### src/rtl/alien_calc_seq.sv
// Sequential sign-magnitude calculator (add/sub/shift-add mul/restoring div)
// with double-dabble BCD conversion and a multiplexed 7-segment display driver.
module alien_calc_seq #(
    parameter int WIDTH       = 4,
    parameter int DIGITS      = 8,
    parameter int REFRESH_DIV = 100000
) (
    input  logic                 clk,
    input  logic                 rst_calculator_n,
    input  logic                 start,
    input  logic [WIDTH-1:0]     sw_val1,
    input  logic [WIDTH-1:0]     sw_val2,
    input  logic                 sw_sign1,
    input  logic                 sw_sign2,
    input  logic [1:0]           sw_op,
    output logic                 busy,
    output logic                 done,
    output logic                 div_by_zero,
    output logic                 res_sign,
    output logic [2*WIDTH-1:0]   res_mag,
    output logic [WIDTH-1:0]     rem_mag,
    output logic [7:0]           seg_out,
    output logic [DIGITS-1:0]    digit_en
);

    localparam int RW    = 2 * WIDTH;
    localparam int CNT_W = $clog2(RW + 1);
    localparam int IDX_W = (DIGITS > 1) ? $clog2(DIGITS) : 1;
    localparam int REF_W = (REFRESH_DIV > 1) ? $clog2(REFRESH_DIV) : 1;
    localparam int BCD_W = 4 * DIGITS;

    localparam logic [1:0] OP_ADD = 2'b00;
    localparam logic [1:0] OP_SUB = 2'b01;
    localparam logic [1:0] OP_MUL = 2'b10;

    typedef enum logic [1:0] {
        IDLE,
        EXEC,
        CONV,
        DONE
    } state_t;

    state_t state;
    state_t state_next;

    logic [WIDTH-1:0] a_mag;
    logic [WIDTH-1:0] b_mag;
    logic             a_sign;
    logic             b_sign;
    logic [1:0]       op;
    logic [CNT_W-1:0] cnt;

    logic [RW-1:0]    prod;
    logic [WIDTH-1:0] quo;
    logic [WIDTH-1:0] rem_w;

    logic [RW-1:0]    bin;
    logic [BCD_W-1:0] bcd;
    logic [RW-1:0]    work_mag;
    logic             work_sign;
    logic [WIDTH-1:0] work_rem;
    logic             work_dbz;
    logic [BCD_W-1:0] disp_bcd;

    logic [WIDTH:0]   mul_upper;
    logic [RW-1:0]    prod_step;
    logic [WIDTH:0]   div_trial;
    logic             div_ge;
    logic [WIDTH-1:0] quo_step;
    logic [WIDTH-1:0] rem_step;
    logic [WIDTH:0]   addsub_mag;
    logic             addsub_sign;

    logic             exec_last;
    logic [RW-1:0]    exec_mag;
    logic             exec_sign;
    logic [WIDTH-1:0] exec_rem;
    logic             exec_dbz;
    logic             conv_last;

    logic [BCD_W-1:0] bcd_adj;
    logic [BCD_W-1:0] bcd_step;

    logic [REF_W-1:0] ref_cnt;
    logic [IDX_W-1:0] scan_idx;
    logic [IDX_W-1:0] msd;
    logic [3:0]       cur_digit;

    always_ff @(posedge clk or negedge rst_calculator_n) begin
        if (!rst_calculator_n) begin
            state <= IDLE;
        end else begin
            state <= state_next;
        end
    end

    always_comb begin
        state_next = state;
        busy       = 1'b0;
        done       = 1'b0;
        case (state)
            IDLE: begin
                if (start) begin
                    state_next = EXEC;
                end
            end
            EXEC: begin
                busy = 1'b1;
                if (exec_last) begin
                    state_next = CONV;
                end
            end
            CONV: begin
                busy = 1'b1;
                if (conv_last) begin
                    state_next = DONE;
                end
            end
            default: begin
                done       = 1'b1;
                state_next = IDLE;
            end
        endcase
    end

    // One iteration of each multi-cycle algorithm plus the single-cycle add/sub result.
    always_comb begin
        mul_upper = {1'b0, prod[RW-1:WIDTH]} + (prod[0] ? {1'b0, a_mag} : '0);
        prod_step = {mul_upper, prod[WIDTH-1:1]};

        div_trial = {rem_w, quo[WIDTH-1]};
        div_ge    = (div_trial >= {1'b0, b_mag});
        rem_step  = div_ge ? WIDTH'(div_trial - {1'b0, b_mag}) : div_trial[WIDTH-1:0];
        quo_step  = {quo[WIDTH-2:0], div_ge};

        if (a_sign == b_sign) begin
            addsub_mag  = {1'b0, a_mag} + {1'b0, b_mag};
            addsub_sign = a_sign;
        end else if (a_mag >= b_mag) begin
            addsub_mag  = {1'b0, a_mag - b_mag};
            addsub_sign = a_sign;
        end else begin
            addsub_mag  = {1'b0, b_mag - a_mag};
            addsub_sign = b_sign;
        end
    end

    always_comb begin
        exec_last = 1'b0;
        exec_mag  = '0;
        exec_sign = 1'b0;
        exec_rem  = '0;
        exec_dbz  = 1'b0;
        case (op)
            OP_ADD, OP_SUB: begin
                exec_last = 1'b1;
                exec_mag  = RW'(addsub_mag);
                exec_sign = addsub_sign;
            end
            OP_MUL: begin
                exec_last = (cnt == CNT_W'(WIDTH - 1));
                exec_mag  = prod_step;
                exec_sign = a_sign ^ b_sign;
            end
            default: begin
                if (b_mag == '0) begin
                    exec_last = 1'b1;
                    exec_dbz  = 1'b1;
                end else begin
                    exec_last = (cnt == CNT_W'(WIDTH - 1));
                    exec_mag  = RW'(quo_step);
                    exec_rem  = rem_step;
                    exec_sign = a_sign ^ b_sign;
                end
            end
        endcase
        if (exec_mag == '0) begin
            exec_sign = 1'b0;
        end
    end

    // Double-dabble: correct every nibble >= 5 before shifting the next binary bit in.
    always_comb begin
        bcd_adj = bcd;
        for (int i = 0; i < DIGITS; i++) begin
            if (bcd[4*i +: 4] >= 4'd5) begin
                bcd_adj[4*i +: 4] = bcd[4*i +: 4] + 4'd3;
            end
        end
        bcd_step  = BCD_W'({bcd_adj, bin[RW-1]});
        conv_last = (cnt == CNT_W'(RW - 1));
    end

    always_ff @(posedge clk or negedge rst_calculator_n) begin
        if (!rst_calculator_n) begin
            a_mag       <= '0;
            b_mag       <= '0;
            a_sign      <= 1'b0;
            b_sign      <= 1'b0;
            op          <= '0;
            cnt         <= '0;
            prod        <= '0;
            quo         <= '0;
            rem_w       <= '0;
            bin         <= '0;
            bcd         <= '0;
            work_mag    <= '0;
            work_sign   <= 1'b0;
            work_rem    <= '0;
            work_dbz    <= 1'b0;
            disp_bcd    <= '0;
            res_sign    <= 1'b0;
            res_mag     <= '0;
            rem_mag     <= '0;
            div_by_zero <= 1'b0;
        end else begin
            case (state)
                IDLE: begin
                    if (start) begin
                        a_mag       <= sw_val1;
                        b_mag       <= sw_val2;
                        a_sign      <= sw_sign1;
                        b_sign      <= sw_sign2 ^ (sw_op == OP_SUB);
                        op          <= sw_op;
                        prod        <= {{WIDTH{1'b0}}, sw_val2};
                        quo         <= sw_val1;
                        rem_w       <= '0;
                        cnt         <= '0;
                        div_by_zero <= 1'b0;
                    end
                end
                EXEC: begin
                    prod  <= prod_step;
                    quo   <= quo_step;
                    rem_w <= rem_step;
                    cnt   <= cnt + CNT_W'(1);
                    if (exec_last) begin
                        cnt       <= '0;
                        bin       <= exec_mag;
                        bcd       <= '0;
                        work_mag  <= exec_mag;
                        work_sign <= exec_sign;
                        work_rem  <= exec_rem;
                        work_dbz  <= exec_dbz;
                    end
                end
                CONV: begin
                    bcd <= bcd_step;
                    bin <= {bin[RW-2:0], 1'b0};
                    cnt <= cnt + CNT_W'(1);
                    // Publish everything on the same edge so DONE sees a coherent result.
                    if (conv_last) begin
                        cnt         <= '0;
                        disp_bcd    <= bcd_step;
                        res_mag     <= work_mag;
                        res_sign    <= work_sign;
                        rem_mag     <= work_rem;
                        div_by_zero <= work_dbz;
                    end
                end
                default: begin
                end
            endcase
        end
    end

    always_ff @(posedge clk or negedge rst_calculator_n) begin
        if (!rst_calculator_n) begin
            ref_cnt  <= '0;
            scan_idx <= '0;
        end else if (ref_cnt == REF_W'(REFRESH_DIV - 1)) begin
            ref_cnt  <= '0;
            scan_idx <= (scan_idx == IDX_W'(DIGITS - 1)) ? '0 : scan_idx + IDX_W'(1);
        end else begin
            ref_cnt <= ref_cnt + REF_W'(1);
        end
    end

    function automatic logic [7:0] seg_code(input logic [3:0] d);
        case (d)
            4'd0:    seg_code = 8'hC0;
            4'd1:    seg_code = 8'hF9;
            4'd2:    seg_code = 8'hA4;
            4'd3:    seg_code = 8'hB0;
            4'd4:    seg_code = 8'h99;
            4'd5:    seg_code = 8'h92;
            4'd6:    seg_code = 8'h82;
            4'd7:    seg_code = 8'hF8;
            4'd8:    seg_code = 8'h80;
            4'd9:    seg_code = 8'h90;
            default: seg_code = 8'hFF;
        endcase
    endfunction

    // Digits above the most significant nonzero one are blank; the minus sign takes the first blank.
    always_comb begin
        msd       = '0;
        cur_digit = '0;
        for (int i = 0; i < DIGITS; i++) begin
            if (disp_bcd[4*i +: 4] != 4'd0) begin
                msd = IDX_W'(i);
            end
            if (scan_idx == IDX_W'(i)) begin
                cur_digit = disp_bcd[4*i +: 4];
            end
        end

        seg_out = 8'hFF;
        if (div_by_zero) begin
            if (scan_idx == '0) begin
                seg_out = 8'h86;
            end
        end else if (scan_idx == '0 || scan_idx <= msd) begin
            seg_out = seg_code(cur_digit);
        end else if (res_sign && scan_idx == msd + IDX_W'(1)) begin
            seg_out = 8'hBF;
        end

        digit_en = ~(DIGITS'(1) << scan_idx);
    end

endmodule
### config.mk
export PLATFORM = sky130hd
export DESIGN_NAME = alien_calc_seq
export DESIGN_NICKNAME = d
export VERILOG_FILES = /design/src/rtl/alien_calc_seq.sv
export SDC_FILE = /design/constraint.sdc
export NUM_CORES = 1
export LEC_CHECK = 0
export CAP_MARGIN = 20
export CELL_PAD_IN_SITES_DETAIL_PLACEMENT = 0
export CELL_PAD_IN_SITES_GLOBAL_PLACEMENT = 1
export CORE_ASPECT_RATIO = 0.6
export CORE_MARGIN = 3
export CORE_UTILIZATION = 52
export CTS_BUF_LIST = sky130_fd_sc_hd__clkbuf_8
export DETAILED_ROUTE_END_ITERATION = 10
export PLACE_DENSITY_LB_ADDON = 0.1
export SKIP_CTS_REPAIR_TIMING = 1
export SLEW_MARGIN = 5
export SYNTH_ARGS = -nofsm -noshare
export SYNTH_HDL_FRONTEND = slang
export SYNTH_SLANG_ARGS = --single-unit
### constraint.sdc
create_clock -name clk -period 6.5 [get_ports clk]
set_clock_uncertainty 0.2 [all_clocks]
set_input_delay 1.95 -clock clk [delete_from_list [all_inputs] [get_ports clk]]
set_output_delay 1.95 -clock clk [all_outputs]
set_load 0.1 [all_outputs]
==> reports/results.ini <==
[yosys]
synth-edff-count=0
ys_types=59
postSynthCellCount=924
avgSynthCellArea_um2=9.37
ys_ff_latch=154
yosys_warnings=0
synth_top_flop_cell=dfrtp_1
ys_seq_area_share_pct=44.5
syn_area_mm2=0.00866
ys_async_sr_fraction_pct=100
syn-num-nets=996

[final_layout]
fin_cells=1193
antennaDiodeCount=0
drive_above_1_share_pct=10.5
syn2layout_area_growth_pct=11.7
nets=1030

[timing]
fin_setup_tns_ns=0
fin_crit_ns=5.99
relSlewSlack_pct=27.7
hold_viol=0
fin_crit_sh_pct=92.1
hold_ws_ns=0.276
worst_slack_ns=0.514
drv_slew=0
rsz0062_at_grt=false
finalSetupViolCount=0
max_freq_ghz=0.167
tightestPinTransition_ns=1.08

[pwr]
total_leakage_power_nw=4.31
p_switching_mw=1.72
vdd_drop_max_mv=0.326
p_per_area_mw_per_mm2=391
power.internal_mw=2.05
combPwrFrac_pct=46.3
swShare_pct=45.7
power_frac_seq_pct=35.0
pwr-share-clk_pct=18.7

[route]
final_antenna_net_count=0
drt-total-wl_um=21300
routed_via_density=5.79
routedWlPerCell_um=17.8
vias=6906
drc=0
dr.pass1.iters=5
first_iter_violations=664

[placement]
post-dp-hpwl_um=16000
port_buffers=45
place_congestion=0.906
dpl.cell_count=1161
place_ws_ns=1.03

[worst_setup_path]
cp-end-kind=primary output
crit_chain=buf_4 > clkinv_1 > ha_1 > or2_2 > a211oi_1 > o221ai_1 > inv_1 > ha_1 > or3_1 > a31oi_2 > buf_4
rrSetupSlack_ns=2.96
crit_required_ns=4.35
cp-start-kind=register
crit_start=scan_idx[2]$_DFFE_PN0N_
critPathMaxFanout=14
path_class=register to primary output
reg2reg_to=work_sign$_DFFE_PN0P_
critical_path_arrival_ns=3.84
cpMaxStageDelayCell=ha_1
endpoint=seg_out[3]
r2r_cells=9
rr_startpoint=b_mag[1]$_DFFE_PN0P_
max_stage_delay_ns=0.40

[clocking]
cts_buffer_depth=2
clock_latency_ns=0.45
cts_buffers=17
cts_tree=built
clkSlewWorstSetupHoldPaths_ns=0.08
cts.sinks=154
cts-root-buf=clkbuf_8
cts_max_level=4

[hold_path]
hold-path-cell-count=2
hp-start=bin[1]$_DFFE_PN0P_
worstHoldPathType=register to register

[floorplan]
chipWidth_um=173
fp.coreArea_mm2=0.0158
rows=35
pin_count=47
start_util_pct=54.8
dieArea_mm2=0.0183
die_h_um=106

[grt]
overflow=0
grtUsageTotal_pct=24.0
antenna_found_initial=0
grt_pass1_vias=6407
grt_max_degree=77
grt_pass1_wl_um=34700

[flow_run]
drv_cap=0

[run_status]
outcome=finished, final reports clean

-- cell usage in the layout, fill, tap and decap left out, types with 5 or more instances in the layout --
master / Yosys / routed
nor2_1: 34 / 34
clkinv_4: 0 / 6
ha_1: 52 / 52
inv_1: 52 / 52
xor2_1: 10 / 10
fa_1: 5 / 5
a32o_1: 6 / 6
nor3_1: 18 / 18
nor4_1: 7 / 7
and3_1: 6 / 6
o21ai_0: 116 / 116
nor3b_1: 16 / 16
mux2_2: 40 / 40
dfrtp_1: 154 / 154
a21o_1: 5 / 5
a211oi_1: 5 / 5
xnor2_1: 21 / 21
clkdlybuf4s50_1: 0 / 37
o31ai_1: 6 / 6
inv_6: 0 / 5
a21oi_1: 55 / 55
nor2b_1: 14 / 14
buf_4: 2 / 13
mux2i_1: 12 / 12
nand3_1: 18 / 18
nand2b_1: 15 / 15
o21a_1: 5 / 5
and2_1: 6 / 6
nand2_1: 144 / 143
a31oi_1: 6 / 5
clkbuf_8: 0 / 18
-- cells in the mapped netlist, types with 3 or more instances --
| library cell | n | area, um^2 |
|---|---|---|
| nor3b_1 | 16 | 120 |
| clkbuf_1 | 26 | 97.6 |
| o21ai_1 | 4 | 20.0 |
| o211ai_1 | 4 | 30.0 |
| buf_1 | 3 | 11.3 |
| fa_1 | 5 | 100 |
| o31ai_1 | 6 | 45.0 |
| o22ai_1 | 4 | 25.0 |
| o221ai_1 | 4 | 35.0 |
| nor3_1 | 18 | 90.1 |
| a21o_1 | 5 | 37.5 |
| a22o_1 | 3 | 26.3 |
| a21oi_1 | 55 | 275 |
| a21bo_2 | 3 | 30.0 |
| a221oi_1 | 3 | 26.3 |
| a32o_1 | 6 | 60.1 |
| nor2_1 | 34 | 128 |
| ha_1 | 52 | 651 |
| o21ai_0 | 116 | 581 |
| dfrtp_1 | 154 | 3850 |
| nand3_1 | 18 | 90.1 |
| nor2b_1 | 14 | 87.6 |
| o41ai_1 | 3 | 26.3 |
| nand4_1 | 4 | 25.0 |
| inv_1 | 52 | 195 |
| and3_1 | 6 | 37.5 |
| xor2_1 | 10 | 87.6 |
| mux2_2 | 40 | 450 |
| nor4_1 | 7 | 43.8 |
| nand2_1 | 144 | 541 |
| and2_1 | 6 | 37.5 |
| a31oi_1 | 6 | 37.5 |
| buf_2 | 4 | 20.0 |
| xnor2_1 | 21 | 184 |
| nand2b_1 | 15 | 93.8 |
| mux2i_1 | 12 | 120 |
| o21a_1 | 5 | 37.5 |
| a211oi_1 | 5 | 37.5 |
| or2_2 | 4 | 25.0 |
-- cell families after synthesis --
| group | after synthesis | synth area share [%] |
|---|---|---|
| and+or+nand+nor | 295 | 16.1 |
| AOI/OAI and AO/OA | 244 | 16.6 |
| adders and majority gates | 57 | 8.67 |
| DFF | 154 | 44.5 |
| other | 1 | 0.0433 |
| xor gates and xnor gates | 31 | 3.14 |
| buffers and inverters | 90 | 4.26 |
| muxes | 52 | 6.59 |
-- per-stage QoR --
step                      utilization (%)  area [um^2]  power (mW)
after floorplan                         -         8670        2.54
after global placement               58.6         9260        2.99
after detailed placement             58.7         9290        3.05
after CTS                            61.2         9670        3.77
after global routing                 61.2         9670        4.05
final                                61.2         9670        3.78
-- critical path, delay by kind of cell (launching register included) --
| kind | cells | cell delay [ns] |
|---|---|---|
| buffers and inverters | 4 | 0.91 |
| AOI/OAI and AO/OA | 3 | 0.74 |
| adders and majority gates | 2 | 0.65 |
| and+or+nand+nor | 2 | 0.73 |
| DFF | 1 | 0.34 |
-- area by class of cell --
type,instances,area [um^2]
Clock buffer,18,248
Multi-Input combinational cell,680,4450
Fill cell,1356,6140
Sequential cell,154,3850
Clock inverter,14,136
Tap cell,222,278
Inverter,53,199
Timing Repair Buffer,52,507
-- how the worst min path moves through the flow --
stage / to
global placement: bin[1]$_DFFE_PN0P_
finish: bin[1]$_DFFE_PN0P_
global route: ref_cnt[4]$_DFF_PN0_
CTS: bin[1]$_DFFE_PN0P_
floorplan: bin[1]$_DFFE_PN0P_
detailed placement: bin[1]$_DFFE_PN0P_
-- sequential cells by signal, indices dropped and copies added (netlist names), 8 cells and up --
signal    count
work_mag      8
res_mag       8
prod          8
ref_cnt      17
bcd          32
bin           8
disp_bcd     32
-- per-layer routing --
layer | global-route usage, % | vias to the layer above | wire length, um
met5 | 0 | - | 0
met4 | 4.16 | 0 | 166
met2 | 30.5 | 213 | 7880
li1 | - | 3303 | -
met1 | 39.5 | 3375 | 11500
met3 | 7.32 | 15 | 1730
-- power by group through the flow --
stage | Combinational (mW) | Sequential (mW) | Clock (mW)
2_1_floorplan | 1.28 | 1.27 | 0
3_3_place_gp | 1.66 | 1.32 | 0
5_1_grt | 1.93 | 1.34 | 0.775
4_1_cts | 1.73 | 1.31 | 0.729
3_5_place_dp | 1.72 | 1.33 | 0
6_report | 1.75 | 1.32 | 0.707
Power figures use the tool's default switching activity.
